<file path="config.mk">
export PLATFORM = sky130hd
export DESIGN_NAME = synapse_accumulator
export DESIGN_NICKNAME = d
export VERILOG_FILES = /design/src/rtl/synapse_accumulator.sv
export SDC_FILE = /design/constraint.sdc
export NUM_CORES = 1
export LEC_CHECK = 0
export CORE_ASPECT_RATIO = 0.9
export CORE_MARGIN = 4
export CORE_UTILIZATION = 44
export CTS_BUF_LIST = sky130_fd_sc_hd__clkbuf_8
export DETAILED_ROUTE_END_ITERATION = 10
export GPL_TIMING_DRIVEN = 0
export PLACE_DENSITY_LB_ADDON = 0.12
export SLEW_MARGIN = 20
export SYNTH_ARGS = -nofsm -noshare
export SYNTH_HDL_FRONTEND = slang
export SYNTH_SLANG_ARGS = --single-unit
</file>
<file path="constraint.sdc">
create_clock -name clk -period 6.75 [get_ports clk]
set_clock_uncertainty 0.05 [all_clocks]
set_input_delay 1.0125 -clock clk [delete_from_list [all_inputs] [get_ports clk]]
set_output_delay 1.0125 -clock clk [all_outputs]
set_load 0.02 [all_outputs]
</file>
<file path="src/rtl/synapse_accumulator.sv">
// Serial weighted spike accumulator feeding the LIF neuron: one synapse per cycle, saturating to INF.
// Result is presented for one cycle, N_IN+1 cycles after an accepted step; a step_start during accumulation is dropped and flagged.
module synapse_accumulator #(
  parameter int N_IN   = 4,
  parameter int V_SIZE = 4,
  localparam int AW    = (N_IN > 1) ? $clog2(N_IN) : 1
) (
  input  logic              clk,
  input  logic              rstn,
  input  logic              cfg_we,
  input  logic [AW-1:0]     cfg_addr,
  input  logic [V_SIZE-1:0] cfg_wdata,
  input  logic              step_start,
  input  logic [N_IN-1:0]   spikes_in,
  output logic              busy,
  output logic              step_overrun,
  output logic              current_valid,
  output logic [V_SIZE:0]   current_out
);

  typedef enum logic [1:0] {
    IDLE  = 2'd0,
    ACCUM = 2'd1,
    DONE  = 2'd2
  } state_t;

  localparam logic [AW-1:0] LAST_IDX = AW'(N_IN - 1);
  localparam logic [AW:0]   N_IN_W   = (AW + 1)'(N_IN);

  state_t              state;
  state_t              state_nxt;
  logic [V_SIZE-1:0]   weight [N_IN];
  logic [N_IN-1:0]     spk;
  logic [AW-1:0]       idx;
  logic [V_SIZE:0]     acc;
  logic [V_SIZE:0]     acc_nxt;
  logic [V_SIZE:0]     sum;
  logic                accept;
  logic                last;

  assign accept = step_start && (state != ACCUM);
  assign last   = (idx == LAST_IDX);

  // Sum is one bit wider than a weight, so a carry into bit V_SIZE marks overflow; INF is sticky.
  always_comb begin
    sum     = acc + {1'b0, weight[idx]};
    acc_nxt = acc;
    if (spk[idx]) begin
      acc_nxt = (acc[V_SIZE] || sum[V_SIZE]) ? '1 : sum;
    end
  end

  always_comb begin
    state_nxt = state;
    case (state)
      IDLE:    if (step_start) state_nxt = ACCUM;
      ACCUM:   if (last) state_nxt = DONE;
      DONE:    state_nxt = step_start ? ACCUM : IDLE;
      default: state_nxt = IDLE;
    endcase
  end

  always_ff @(posedge clk or negedge rstn) begin
    if (!rstn) begin
      state <= IDLE;
    end else begin
      state <= state_nxt;
    end
  end

  // Writes land at the edge, so an ACCUM read of the same entry in that cycle sees the old weight.
  always_ff @(posedge clk or negedge rstn) begin
    if (!rstn) begin
      for (int i = 0; i < N_IN; i++) begin
        weight[i] <= '0;
      end
    end else if (cfg_we && ({1'b0, cfg_addr} < N_IN_W)) begin
      weight[cfg_addr] <= cfg_wdata;
    end
  end

  always_ff @(posedge clk or negedge rstn) begin
    if (!rstn) begin
      spk <= '0;
      acc <= '0;
      idx <= '0;
    end else if (accept) begin
      spk <= spikes_in;
      acc <= '0;
      idx <= '0;
    end else if (state == ACCUM) begin
      acc <= acc_nxt;
      idx <= idx + AW'(1);
    end
  end

  always_ff @(posedge clk or negedge rstn) begin
    if (!rstn) begin
      busy          <= 1'b0;
      step_overrun  <= 1'b0;
      current_valid <= 1'b0;
      current_out   <= '0;
    end else begin
      busy          <= (state_nxt == ACCUM);
      step_overrun  <= step_start && (state == ACCUM);
      current_valid <= (state == DONE);
      current_out   <= (state == DONE) ? acc : '0;
    end
  end

endmodule

</file>
==> out/results.ini, run 1 <==
[cells_and_area]
most-common-layout-cells=37 x dfrtp_1, 20 x clkdlybuf4s50_1, 14 x mux2_2
stdcell_area_sq_um=2050
final_cells=193
nets=166
regArea_sq_um=926
multi_input_area_sq_um=724
drive_gt1_frac=0.231
diodes=0
final_util=0.553
area_growth_syn_to_layout_pct=22.0
layout_commonest_cell=dfrtp_1
fillers=302

[logic_synthesis]
ys_types=30
synth-simple-area-share=0.103
syn_nets=137
synthAdderAreaFrac=0.0491
synth_top_area_cell=dfrtp_1
synth_area_leaders=dfrtp_1 55%, mux2_2 9.4%, mux2_1 5.4%
synth_cells=117
synth-compound-area-share=0.0566
synth.cell_area_sq_um=1680
ys_ff_latch=37
synth_top_family_by_area=multiplexers
yosysWarnings=0
synth-xor-area-share=0.00521
avgSynthCellArea_sq_um=14.4
seq_area_frac_synth=0.551
synthMuxAreaShare=0.217
synth_top_cell_area_share=0.551

[place]
place_area_sq_um=1960
port_buffers=21
dp_cells=185
post-place-ws_ps=4260
place_congestion=0.756
dpl.hpwl_um=2070

[grt]
grt_pass1_wl_um=5100
grt_pass1_vias=1072
grt_max_degree=30
grt-ovfl-total=0
grt_use_total=0.144
grt_antenna_before_repair=0

[cts]
path_clk_slew_ps=80
cts_resized=0
hold_buffers=0
clock_latency_ps=300
htree_levels=2
cts_tree=built
cts_setup_buffers=0
clock-sinks=37
cts_root_buf=clkbuf_8
clock_path_buffers=2
numCtsBuffers=5

[run_status]
status=finished, final reports clean

[drt]
wl_um=2840
wire_per_inst_um=14.7
detail-route-antenna-nets=0
vias=1020
drtIter0Drc=58
vias_per_cell=5.28
drc=0
drt-pass1-iter-count=3

[sta]
report.final.slew_viol_count=0
max-slew-margin-rel=0.728
period_minus_slack_ps=2330
fin_crit_sh=0.344
worst_slew_pin_slew_ps=406
whs_ps=440
setup_tns_ps=0
max_freq_mhz=430
setup_slack_ps=4420
setup_viol=0
hold_violations=0
grt_setup_unrepaired=no

[pwr]
power_uw=848
clkPwrFrac=0.180
p_sw_frac=0.353
p_leak_nw=0.877
p_int_uw=548
combPwrFrac=0.431
seq_power_share=0.389
p_switching_uw=299
ir_drop_mv=0.167
p_per_area_nw_per_um2=414

[die]
core_sq_um=3700
die_w_um=73.1
die_area_sq_um=4870
initial_core_util=0.454
die_y_um=66.6
fp-row-count=21
ioPinCount=22

[hold_path]
whs_path_depth=1
hp-class=flip-flop to flip-flop

[worst_setup_path]
critical_path_class=flip-flop to flip-flop
crit_required_ps=6890
rr_worst_depth=9
crit_slowest_cell=mux4_1
start_kind=flip-flop
cp-end-kind=flip-flop
worstPathCellList=buf_6 -> mux4_1 -> ha_1 -> inv_1 -> fa_1 -> nor2b_1 -> o21ai_2 -> a31oi_1 -> a31o_1
arrival_ps=2470
critPathMaxStageDelay_ps=580
crit_path_max_fanout=7

[run]
max_cap_viol_count=0

-- path summary, 6_finish.rpt --
path | from | to | slack (ps)
worst min-delay path | weight[2] | weight[2] | 440
worst max register to register | idx[0] | acc[0] | 4420
max in group asynchronous | rstn | weight[15] | 5710
worst min register to register | weight[2] | weight[2] | 440
worst max-delay path | idx[0] | acc[0] | 4420
min in group asynchronous | rstn | state[1] | 510
-- logic make-up (layout without fill, tap and decap cells) --
group,count (synthesis),count (layout)
simple gates,26,26
mux,27,27
buf+inv,6,36
fa+ha+maj,6,6
xor+xnor,1,1
flops,37,37
compound gates,14,14
-- cells in the mapped netlist --
| library cell | count |
|---|---|
| dfrtp_1 | 37 |
| xor2_1 | 1 |
| mux2_1 | 8 |
| inv_2 | 1 |
| nand2b_1 | 1 |
| nand2_1 | 3 |
| a21oi_1 | 2 |
| o21ai_1 | 2 |
| a31oi_1 | 3 |
| nand3b_1 | 4 |
| o21ai_2 | 1 |
| nor4_1 | 1 |
| nand4b_1 | 1 |
| a31o_1 | 4 |
| buf_6 | 1 |
| fa_1 | 1 |
| nand2_4 | 1 |
| nor3b_2 | 1 |
| ha_1 | 5 |
| mux4_2 | 4 |
| o31ai_1 | 1 |
| inv_1 | 4 |
| and2_1 | 7 |
| nor2_4 | 1 |
| o21ai_0 | 1 |
| nor2b_1 | 3 |
| nor2_1 | 1 |
| mux2_2 | 14 |
| nand3_1 | 2 |
| mux4_1 | 1 |
-- sequential cells by signal, indices dropped and copies added (netlist names) --
| register | count |
|---|---|
| weight | 16 |
| acc | 5 |
| current_out | 5 |
| spk | 4 |
| idx | 2 |
| state | 2 |
| busy | 1 |
| current_valid | 1 |
| step_overrun | 1 |
-- per-layer routing --
metal / vias up / share of wire / routed length (um) / global-route usage
met4: 0 / 0.037 / 104 / 0.0991
met2: 21 / 0.45 / 1260 / 0.202
met5: - / 0 / 0 / 0
met3: 10 / 0.048 / 135 / 0.0377
met1: 504 / 0.47 / 1340 / 0.193
li1: 485 / - / - / -
-- layout make-up --
type                    instances  share of cell area
plain buffers                   1             0.00549
clock buffers                   5              0.0336
clock inverters                 3             0.00855
inverters                       5             0.00916
multi-input cells              74               0.353
flip-flops and latches         37               0.452
well taps                      46              0.0281
repair buffers                 22               0.110
-- worst max-delay path: cells and delay by family, from the launching register on --
kind / cells / cell delay [ps]
flops: 1 / 370
compound gates: 3 / 480
simple gates: 1 / 80
mux: 1 / 580
fa+ha+maj: 2 / 450
buf+inv: 2 / 220
-- power by group through the flow --
stage	Sequential, mW	Combinational (mW)	Clock (mW)
2_1_floorplan	0.332	0.277	0
3_3_place_gp	0.332	0.357	0
3_5_place_dp	0.335	0.367	0
4_1_cts	0.331	0.370	0.157
5_1_grt	0.340	0.418	0.165
6_report	0.330	0.365	0.153
Power figures use the tool's default switching activity.
==> run 2, diff against run 1 <==
==> constraint.sdc (replaced) <==
create_clock -name clk -period 2.1 [get_ports clk]
set_clock_uncertainty 0.05 [all_clocks]
set_input_delay 0.315 -clock clk [delete_from_list [all_inputs] [get_ports clk]]
set_output_delay 0.315 -clock clk [all_outputs]
set_load 0.02 [all_outputs]
==> out/results.ini, run 2 (same netlist as run 1, synthesis figures left out) <==
[sta]
grt_setup_unrepaired=yes
setup_viol=5
setup_tns_ps=-305
max_freq_mhz=458
fin_crit_sh=1.04
max-slew-margin-rel=0.729
whs_ps=409
worst_slew_pin_slew_ps=404
hold_violations=0
setup_slack_ps=-84.4
period_minus_slack_ps=2180
report.final.slew_viol_count=0

[drt]
wire_per_inst_um=15.2
drtIter0Drc=61
wl_um=2990
vias_per_cell=5.28
drc=0
vias=1041
detail-route-antenna-nets=0
drt-pass1-iter-count=4

[pwr]
clkPwrFrac=0.167
power_mw=3.00
p_per_area_nw_per_um2=1390
p_int_mw=1.94
p_leak_nw=0.906
p_sw_frac=0.353
seq_power_share=0.359
combPwrFrac=0.474
p_switching_mw=1.06
ir_drop_mv=0.587

[die]
die_w_um=73.1
initial_core_util=0.454
die_y_um=66.6
ioPinCount=22
die_area_sq_um=4870
core_sq_um=3700
fp-row-count=21

[cts]
clock_path_buffers=2
clock-sinks=37
clock_latency_ps=290
cts_tree=built
path_clk_slew_ps=70
numCtsBuffers=5
cts_root_buf=clkbuf_8
htree_levels=2

[cells_and_area]
fillers=295
stdcell_area_sq_um=2150
top_regs=weight x16, acc x5, current_out x5
layout_commonest_cell=dfrtp_1
diodes=0
area_growth_syn_to_layout_pct=28.2
top_register=weight
drive_gt1_frac=0.305
nets=171
final_cells=197
largest_reg_flops=16
most-common-layout-cells=37 x dfrtp_1, 20 x clkdlybuf4s50_1, 14 x mux2_2

[worst_setup_path]
reg2reg_from=idx[0]
timing.reg2reg.setup_slack_ps=-80
start_kind=flip-flop
arrival_ps=2310
rr_worst_depth=9
worstReg2RegEnd=acc[1]
cp-end-kind=flip-flop
critical_path_class=flip-flop to flip-flop
crit_required_ps=2230
crit_path_max_fanout=4

[grt]
grt_pass1_vias=1072
grt_use_total=0.146
grt_pass1_wl_um=5150
grt_max_degree=26
grt_antenna_before_repair=0
grt-ovfl-total=0

[run]
max_cap_viol_count=0

[place]
port_buffers=21
place_area_sq_um=1980
place_congestion=0.805
dpl.hpwl_um=2180
dp_cells=185

[run_status]
violations=setup timing
status=complete, but fails checks

[hold_path]
hp-class=input port to asynchronous set/reset pin

run 2: cell count changes in the layout (fill, tap and decap cells not counted), moves of 2 or more:
cell | before | now
clkinv_2 | 2 | 0
buf_4 | 0 | 3
ha_4 | 0 | 2
ha_1 | 5 | 3
run 2: per-stage QoR:
stage / setup slack (ps) / util
floorplan: 0.449 / -
global placement: -151 / 0.529
detailed placement: -159 / 0.535
CTS: -95.7 / 0.572
global route: -205 / 0.582
finish: -84.4 / 0.582
run 2: cell type report:
type	instances	area [sq um]	area share
multi-input cells	74	774	0.359
flip-flops and latches	37	926	0.430
inverters	5	18.8	0.00871
clock inverters	1	7.51	0.00348
clock buffers	6	82.6	0.0383
well taps	46	57.6	0.0267
plain buffers	1	11.3	0.00523
repair buffers	27	277	0.128
run 2: layer usage:
metal  global-route usage  up-vias  routed length (um)
li1                     -      493                   -
met1                0.187      517                1390
met2                0.222       24                1400
met3               0.0377        7                 143
met4               0.0829        0                  67
met5                    0        -                   0
run 2: critical path, stage by stage (launching register included):
cell and delay [ps]:
dfrtp_1 360, buf_6 120, mux4_2 530, ha_4 190
inv_2 50, fa_2 230, nor2b_2 50, o21ai_2 180
a31oi_1 110, a31o_1 190
run 2: worst max-delay path by stage:
stage	start	cells after the start	to
CTS	idx[0]	9	acc[1]
global route	idx[0]	9	acc[1]
global placement	idx[0]	9	acc[1]
detailed placement	idx[0]	9	acc[1]
floorplan	idx[0]	9	acc[0]
finish	idx[0]	9	acc[1]
run 2: timing repair:
item / in CTS / in global routing
endpoints found under the setup margin: 5 / 5
pin swaps: 5 / 6
resized for setup: 2 / 6
hold buffers: 1 / 0
setup buffers: 3 / 1
hold endpoints to repair: 12 / 0
run 2: power by group through the flow:
stage / Sequential (mW) / Clock, mW / Combinational (mW)
global route: 1.11 / 0.541 / 1.58
CTS: 1.08 / 0.516 / 1.31
detailed placement: 1.08 / 0 / 1.21
global placement: 1.07 / 0 / 1.17
finish: 1.08 / 0.502 / 1.42
floorplan: 1.07 / 0 / 0.919
==> run 3, diff against run 2 <==
--- a/config.mk
+++ b/config.mk
@@ -7,7 +7,7 @@
 export LEC_CHECK = 0
 export CORE_ASPECT_RATIO = 0.9
 export CORE_MARGIN = 4
-export CORE_UTILIZATION = 44
+export CORE_UTILIZATION = 30
 export CTS_BUF_LIST = sky130_fd_sc_hd__clkbuf_8
 export DETAILED_ROUTE_END_ITERATION = 10
 export GPL_TIMING_DRIVEN = 0
==> out/results.ini, run 3 (same netlist as run 1, synthesis figures left out) <==
[sta]
worst_slew_pin_slew_ps=379
period_minus_slack_ps=2190
fin_crit_sh=1.04
max_freq_mhz=457
setup_viol=5
report.final.slew_viol_count=0
hold_violations=0
setup_slack_ps=-88.0
grt_setup_unrepaired=yes
max-slew-margin-rel=0.747
whs_ps=420

[cells_and_area]
multi_input_area_sq_um=754
area_growth_syn_to_layout_pct=31.0
largest_reg_flops=16
top_register=weight
most-common-layout-cells=37 x dfrtp_1, 20 x clkdlybuf4s50_1, 14 x mux2_2
drive_gt1_frac=0.285
stdcell_area_sq_um=2200
diodes=0
nets=170
layout_commonest_cell=dfrtp_1
top_regs=weight x16, acc x5, current_out x5
regArea_sq_um=926
fillers=491

[die]
fp-row-count=25
core_sq_um=5350
initial_core_util=0.314
die_area_sq_um=6860
ioPinCount=22
die_y_um=79
die_w_um=86.9

[drt]
drtIter0Drc=44
vias=1036
wire_per_inst_um=14.4
drt-pass1-iter-count=4
wl_um=3150
drc=0
vias_per_cell=4.75
detail-route-antenna-nets=0

[worst_setup_path]
cp-end-kind=flip-flop
crit_required_ps=2230
crit_path_start=idx[0]
reg2reg_from=idx[0]
arrival_ps=2310
critical_path_class=flip-flop to flip-flop
crit_path_max_fanout=4
start_kind=flip-flop

[pwr]
ir_drop_mv=0.453
p_leak_nw=0.922
power_mw=3.14
p_per_area_nw_per_um2=1430

[run_status]
violations=setup timing
status=complete, but fails checks

[run]
max_cap_viol_count=0

[cts]
numCtsBuffers=5
cts_tree=built
path_clk_slew_ps=80
clock_latency_ps=280
clock-sinks=37
htree_levels=2
clock_path_buffers=2
cts_root_buf=clkbuf_8

[place]
dpl.hpwl_um=2270
port_buffers=21
place_area_sq_um=2010
place_congestion=0.812

[grt]
grt_max_degree=25
grt_use_total=0.107
grt_pass1_vias=1155
grt_pass1_wl_um=5570
grt-ovfl-total=0
grt_antenna_before_repair=0

[hold_path]
hp-class=input port to asynchronous set/reset pin

## run 3: cell count changes in the layout (fill, tap and decap cells not counted), sizes merged
cell	before	now
buf	7	6
bufinv	0	2
clkbuf	6	5
clkinv	0	1
clkinvlp	1	0
## run 3: final timing paths
path,to,slack (ps),cells after the start
setup / recovery,acc[2],-90,9
hold / removal,current_valid,420,2
setup reg to reg,acc[2],-90,9
hold reg to reg,weight[2],440,1
max in group asynchronous,spk[2],1130,3
min in group clk,weight[2],440,1
## run 3: where the power goes
group	switching, mW	total [mW]	internal [mW]	leakage (nW)
logic	0.610	1.34	0.726	0.400
clock network	0.257	0.729	0.472	0.0681
registers	0.154	1.08	0.922	0.454
## run 3: cell type report
type                    instances  share of cell area
clock inverters                 3              0.0296
multi-input cells              74               0.343
inverters                       5             0.00853
well taps                      67              0.0381
clock buffers                   5              0.0313
flip-flops and latches         37               0.421
plain buffers                   1             0.00512
repair buffers                 26               0.124
## run 3: what timing repair did
item	CTS	global route
endpoints found under the setup margin	5	5
pin swaps	6	2
hold buffers	1	0
buffers inserted	3	0
resized for setup	1	3
hold endpoints to repair	13	0
## run 3: metrics by stage
| stage | TNS, ps | utilization | worst slack, ps | std cells |
|---|---|---|---|---|
| 2_1_floorplan | 0 | - | 0.449 | 117 |
| 3_5_place_dp | -893 | 0.375 | -207 | 206 |
| 3_3_place_gp | -7850 | 0.371 | -197 | 205 |
| 6_report | -376 | 0.411 | -88.0 | 218 |
| 4_1_cts | -368 | 0.409 | -81.0 | 218 |
| 5_1_grt | -837 | 0.411 | -178 | 218 |
## run 3: critical path, stage by stage, from the launching register on
cell and delay [ps]:
dfrtp_1 360, buf_6 120, mux4_2 550, ha_4 200, inv_2 50, fa_2 190
nor2b_1 60, o21ai_2 200, a31oi_1 110, a31o_1 190
## run 3: metal layers
| metal | up-vias | global-route usage | wire length [um] |
|---|---|---|---|
| li1 | 495 | - | - |
| met2 | 19 | 0.168 | 1520 |
| met5 | - | 0 | 0 |
| met3 | 2 | 0.0436 | 132 |
| met4 | 0 | 0.0327 | 25 |
| met1 | 520 | 0.135 | 1470 |
